$ cat src/rtl/panel_pkg.sv
// Shared types and constants for the LED panel column scanner.
// Mode encoding, scan FSM states and panel geometry.
package panel_pkg;

  localparam int NUM_COLS = 7;
  localparam int NUM_ROWS = 5;

  typedef enum logic [1:0] {
    MODE_OFF   = 2'b00,
    MODE_LEFT  = 2'b01,
    MODE_RIGHT = 2'b10,
    MODE_HOLD  = 2'b11
  } mode_e;

  typedef enum logic [1:0] {
    ST_OFF  = 2'b00,
    ST_LOAD = 2'b01,
    ST_RUN  = 2'b10
  } state_e;

  function automatic int cnt_w(input int n);
    return (n <= 2) ? 1 : $clog2(n);
  endfunction

endpackage

$ cat src/rtl/scan_timebase.sv
// Column slot prescaler and column counter for the panel scanner.
// Counts only while enabled; clear forces both counters to zero.
module scan_timebase
  import panel_pkg::*;
#(
  parameter int SCAN_DIV = 50000
) (
  input  logic                       clk,
  input  logic                       rst_n,
  input  logic                       en,
  input  logic                       clr,
  output logic [2:0]                 col_idx,
  output logic [cnt_w(SCAN_DIV)-1:0] presc,
  output logic                       slot_end,
  output logic                       frame_wrap
);

  localparam int PW = cnt_w(SCAN_DIV);
  localparam logic [PW-1:0] P_LAST = PW'(SCAN_DIV - 1);
  localparam logic [2:0] C_LAST = 3'(NUM_COLS - 1);

  assign slot_end   = en && !clr && (presc == P_LAST);
  assign frame_wrap = slot_end && (col_idx == C_LAST);

  always_ff @(posedge clk or negedge rst_n) begin
    if (!rst_n) begin
      presc   <= '0;
      col_idx <= '0;
    end else if (clr) begin
      presc   <= '0;
      col_idx <= '0;
    end else if (en) begin
      if (presc == P_LAST) begin
        presc   <= '0;
        col_idx <= (col_idx == C_LAST) ? 3'd0 : col_idx + 3'd1;
      end else begin
        presc <= presc + PW'(1);
      end
    end
  end

endmodule

$ cat src/rtl/panel_scan_controller.sv
// 7-column LED panel scan controller with scroll strobes.
// Define PANEL_GHOST_BLANK_EN to blank columns at the end of each slot.
module panel_scan_controller
  import panel_pkg::*;
#(
  parameter int SCAN_DIV        = 50000,
  parameter int FRAMES_PER_STEP = 8,
  parameter int BLANK_CYCLES    = 4
) (
  input  logic       clk,
  input  logic       rst_n,
  input  logic [1:0] mode,
  output logic [2:0] col_idx,
  output logic [6:0] col_n,
  output logic       load_stb,
  output logic       shift_stb,
  output logic       shift_dir,
  output logic       frame_stb
);

  localparam int PW = cnt_w(SCAN_DIV);
  localparam int FW = cnt_w(FRAMES_PER_STEP);
  localparam logic [FW-1:0] F_LAST = FW'(FRAMES_PER_STEP - 1);

`ifdef PANEL_GHOST_BLANK_EN
  localparam bit GHOST = 1'b1;
`else
  localparam bit GHOST = 1'b0;
`endif

  // Slot position from which the column is dark.
  localparam int BLANK_FROM =
    GHOST ? SCAN_DIV - BLANK_CYCLES : SCAN_DIV;

  state_e        state;
  mode_e         mode_q;
  logic [FW-1:0] fcnt;
  logic [PW-1:0] presc;
  logic          run;
  logic          slot_end;
  logic          frame_wrap;

  assign run = (state == ST_RUN) && (mode_q != MODE_OFF);

  scan_timebase #(
    .SCAN_DIV(SCAN_DIV)
  ) u_tb (
    .clk       (clk),
    .rst_n     (rst_n),
    .en        (run),
    .clr       (!run),
    .col_idx   (col_idx),
    .presc     (presc),
    .slot_end  (slot_end),
    .frame_wrap(frame_wrap)
  );

  always_comb begin
    col_n = '1;
    if (state == ST_RUN && int'(presc) < BLANK_FROM)
      col_n[col_idx] = 1'b0;
  end

  always_ff @(posedge clk or negedge rst_n) begin
    if (!rst_n) begin
      state     <= ST_OFF;
      mode_q    <= MODE_OFF;
      fcnt      <= '0;
      load_stb  <= 1'b0;
      shift_stb <= 1'b0;
      frame_stb <= 1'b0;
      shift_dir <= 1'b0;
    end else begin
      mode_q    <= mode_e'(mode);
      load_stb  <= 1'b0;
      shift_stb <= 1'b0;
      frame_stb <= 1'b0;
      unique case (state)
        ST_OFF: begin
          fcnt <= '0;
          if (mode_q != MODE_OFF) begin
            state     <= ST_LOAD;
            load_stb  <= 1'b1;
            shift_dir <= (mode_q == MODE_RIGHT);
          end
        end
        ST_LOAD: begin
          fcnt  <= '0;
          state <= ST_RUN;
        end
        ST_RUN: begin
          if (mode_q == MODE_OFF) begin
            state <= ST_OFF;
            fcnt  <= '0;
          end else if (slot_end) begin
            // Mode changes are adopted only on frame boundaries.
            if (frame_wrap) begin
              frame_stb <= 1'b1;
              shift_dir <= (mode_q == MODE_RIGHT);
              if (fcnt == F_LAST) begin
                fcnt      <= '0;
                shift_stb <= (mode_q == MODE_LEFT) ||
                             (mode_q == MODE_RIGHT);
              end else begin
                fcnt <= fcnt + FW'(1);
              end
            end
          end
        end
        default: state <= ST_OFF;
      endcase
    end
  end

endmodule

$ cat config.mk
export PLATFORM = sky130hd
export DESIGN_NAME = panel_scan_controller
export DESIGN_NICKNAME = d
export VERILOG_FILES = /design/src/rtl/panel_pkg.sv /design/src/rtl/scan_timebase.sv /design/src/rtl/panel_scan_controller.sv
export SDC_FILE = /design/constraint.sdc
export NUM_CORES = 1
export LEC_CHECK = 0
export CAP_MARGIN = 5
export CORE_ASPECT_RATIO = 0.5
export CORE_MARGIN = 1
export CORE_UTILIZATION = 50
export CTS_BUF_LIST = sky130_fd_sc_hd__clkbuf_16
export CTS_CLUSTER_DIAMETER = 30
export CTS_CLUSTER_SIZE = 10
export DETAILED_ROUTE_END_ITERATION = 10
export GPL_TIMING_DRIVEN = 0
export PLACE_DENSITY = 0.73
export SLEW_MARGIN = 20
export SYNTH_ARGS = -nofsm -noshare
export SYNTH_HDL_FRONTEND = slang
export SYNTH_SLANG_ARGS = --single-unit
$ cat constraint.sdc
create_clock -name clk -period 2.9 [get_ports clk]
set_clock_uncertainty 0.1 [all_clocks]
set_input_delay 0.725 -clock clk [delete_from_list [all_inputs] [get_ports clk]]
set_output_delay 0.725 -clock clk [all_outputs]
set_load 0.05 [all_outputs]
==> metrics.md <==
| Metric | Value |
|---|---|
| WL final | 3138 um |
| Hold Fails Final Rpt | 0 |
| Reg2Reg Setup Slack | 280 ps |
| Nets | 185 |
| Mapped Nets | 158 |
| Post-route cell area | 1868 um2 |
| DR vias | 1195 |
| Post-route ant nets | 0 |
| Largest net degree at the start of global routing | 31 |
| Max FO, Critical Path | 4 |
| Power consumption | 1.235 mW |
| CTS clk-pin slew, worst paths | 50 ps |
| DRT Pass-1 Iters | 4 |
| Die width | 78.98 um |
| Final critical-path required period | 2854 ps |
| Die area | 3198 um2 |
| Post-synth EDFFs | 0 |
| Routability cong. | 0.8820 |
| Critical path type | flop to primary output |
| R2R Path End | u_tb.presc[8] |
| # H-tree levels | 2 |
| Via-to-Cell Ratio | 5.584 |
| Top cells by instance count after synthesis | dfrtp_1, nor2_1, nand2_1 |
| Drt first-iter violations | 89 |
| Fin util | 69.18% |
| Mapped Area | 1481 um2 |
| Initial antenna violation count | 0 |
| Clock sinks | 30 |
| Area post-placement | 1693 um2 |
| Area Overhead vs Synth | 26.10% |
| Mean Syn Cell Area | 9.942 um2 |
| Unique masters post-synth | 30 |
| DRC viols | 0 |
| Unrepaired setup endpoints after global routing | no |
| Hold_ws | 376.3 ps |
| Final worst slack | 45.70 ps |
| Crit share post-route | 98.42% |
| Worst-Margin Slew | 647.4 ps |
| Placement Setup Slack | -565.1 ps |
| Hpwl dp | 2108 um |
| Reg2Reg Depth | 6 |
| Yosys top cell area share | 50.68% |
| Layout cells sized above 1 | 16.38% |
| Cts bufs inserted | 5 |
| Yosys warnings | 0 |
| Core Region | 2700 um2 |
| Leakage | 0.7650 nW |
| Worst stage delay on the critical path | 560 ps |
| GR Overflow Total | 0 |
| Total global-route track usage | 22.25% |
| Synth Register Bits | 30 |
| Slowest stage cell, crit path | or4_4 |
| Worst Path Required | 2080 ps |
| First-pass GRT wire length | 4912 um |
| Final setup fails | 0 |
| Worst-case clock buffer depth | 2 |
| Min-delay worst type | input pin to async pin |
| CTS tree | yes |
| Initial Utilization | 54.87% |
| # rows | 13 |
| Reg2reg start | u_tb.presc[11] |
| Critical Path End Type | primary output |
| Number of top-level pins | 18 |
| # diodes | 0 |
| Worst EP arrival | 2030 ps |
| Total of max-cap violations | 0 |
| Maximum vdd drop | 0.0004062 V |
| Clock Latency Late Sink | 270 ps |
| Crit-path cells | or4_4, nand3_2, nor4bb_4, buf_4, nand2_2, buf_6 |
| Die H | 40.49 um |
| Mapped Cells | 149 |
| Synth async-reset ratio | 100.0% |
| Slew Viols, Final | 0 |
| F_max | 0.3503 GHz |
| Post-CTS Hold Fix Bufs | 0 |
| Crit start category | flop |
| Port bufs | 17 |
| Main synth FF type | dfrtp_1 |
| Max-slew headroom | 56.48% |
| Vias in the first global route | 1014 |
| Top post-synthesis cells by area | dfrtp_1, xnor2_1, nor2_1, ha_1, nand2_1 |
| Status | completed |
| Sequential share of the synthesized area | 50.68% |
| Most frequent cell after synthesis | dfrtp_1 |
| Fillers | 223 |
| WL/cell | 14.66 um |
| Power per cell area | 660.9 nW/um2 |
| Root Buffer | clkbuf_16 |
| Area leader, netlist | dfrtp_1 |
-- cell families after synthesis --
group	after synthesis	synth area share, %
flops	30	50.68
simple gates	76	27.79
buf+inv	9	2.280
xor+xnor	13	7.686
mux	1	0.7601
compound gates	15	6.588
fa+ha+maj	5	4.223
-- metal layers --
| layer | vias up | part of all wire (%) | track usage, % |
|---|---|---|---|
| met1 | 579 | 49 | 27.75 |
| met2 | 28 | 46 | 36.64 |
| met5 | - | 0 | 0 |
| met3 | 5 | 4.1 | 7.500 |
| li1 | 583 | - | - |
| met4 | 0 | 0.83 | 9.545 |
-- state kept, by name, indices dropped and copies added, names as in the netlist --
register,cells
shift_dir,1
state,2
fcnt,3
frame_stb,1
mode_q,2
load_stb,1
u_tb.presc,16
u_tb.col_idx,3
shift_stb,1
-- through the flow --
stage / setup TNS [ps] / instances
finish: 0 / 214
global route: 0 / 214
CTS: 0 / 212
detailed placement: -2387 / 203
global placement: -2223 / 203
floorplan: 0 / 149
-- worst max-delay path by stage --
stage | start | end | slack [ps] | cells after the start
global route | u_tb.presc[11] | col_n[2] | 10 | 6
detailed placement | u_tb.presc[11] | col_n[3] | -570 | 5
finish | u_tb.presc[11] | col_n[2] | 50 | 6
global placement | u_tb.presc[11] | col_n[3] | -530 | 5
floorplan | u_tb.presc[11] | col_n[3] | 70 | 4
CTS | u_tb.presc[11] | col_n[2] | 10 | 6
-- layout by cell type (no fill, tap or decap), drive strengths merged, types with 4 or more instances in the layout --
master,count
dfrtp,30
nor2,19
nand2,15
xnor2,11
clkdlybuf4s50,9
buf,9
clkbuf,8
nand3,7
a21oi,7
inv,6
nand4,6
nor3,6
ha,5
nor4,5
nor2b,4
-- report_power, final --
group          internal (mW)  switching, mW  total [mW]
combinational         0.0874          0.169       0.257
clock                  0.312          0.176       0.489
sequential             0.455         0.0348       0.490
total                  0.854          0.380        1.23
-- layout make-up --
cell class / instances / area, um2 / area share, %
tap: 37 / 46.29 / 2.478
timing repair buffer: 20 / 171.4 / 9.176
sequential: 30 / 752.0 / 40.25
buffer: 3 / 11.26 / 0.6028
clock inverter: 3 / 16.27 / 0.8707
inverter: 6 / 22.52 / 1.206
multi-input combinational: 110 / 723.2 / 38.71
clock buffer: 5 / 125.1 / 6.698
-- what timing repair did --
| item | CTS | global route |
|---|---|---|
| buffers inserted | 1 | 2 |
| setup endpoints to repair | 7 | 4 |
| hold endpoints to repair | 0 | 0 |
| resized for setup | 36 | 4 |
| pin swaps | 1 | 2 |
-- worst max-delay path: cells and delay by family (launching register included) --
| kind | cells | cell delay, ps |
|---|---|---|
| flops | 1 | 410 |
| buf+inv | 2 | 340 |
| simple gates | 4 | 1000 |
Note: power is estimated with default switching activity, not from simulation.
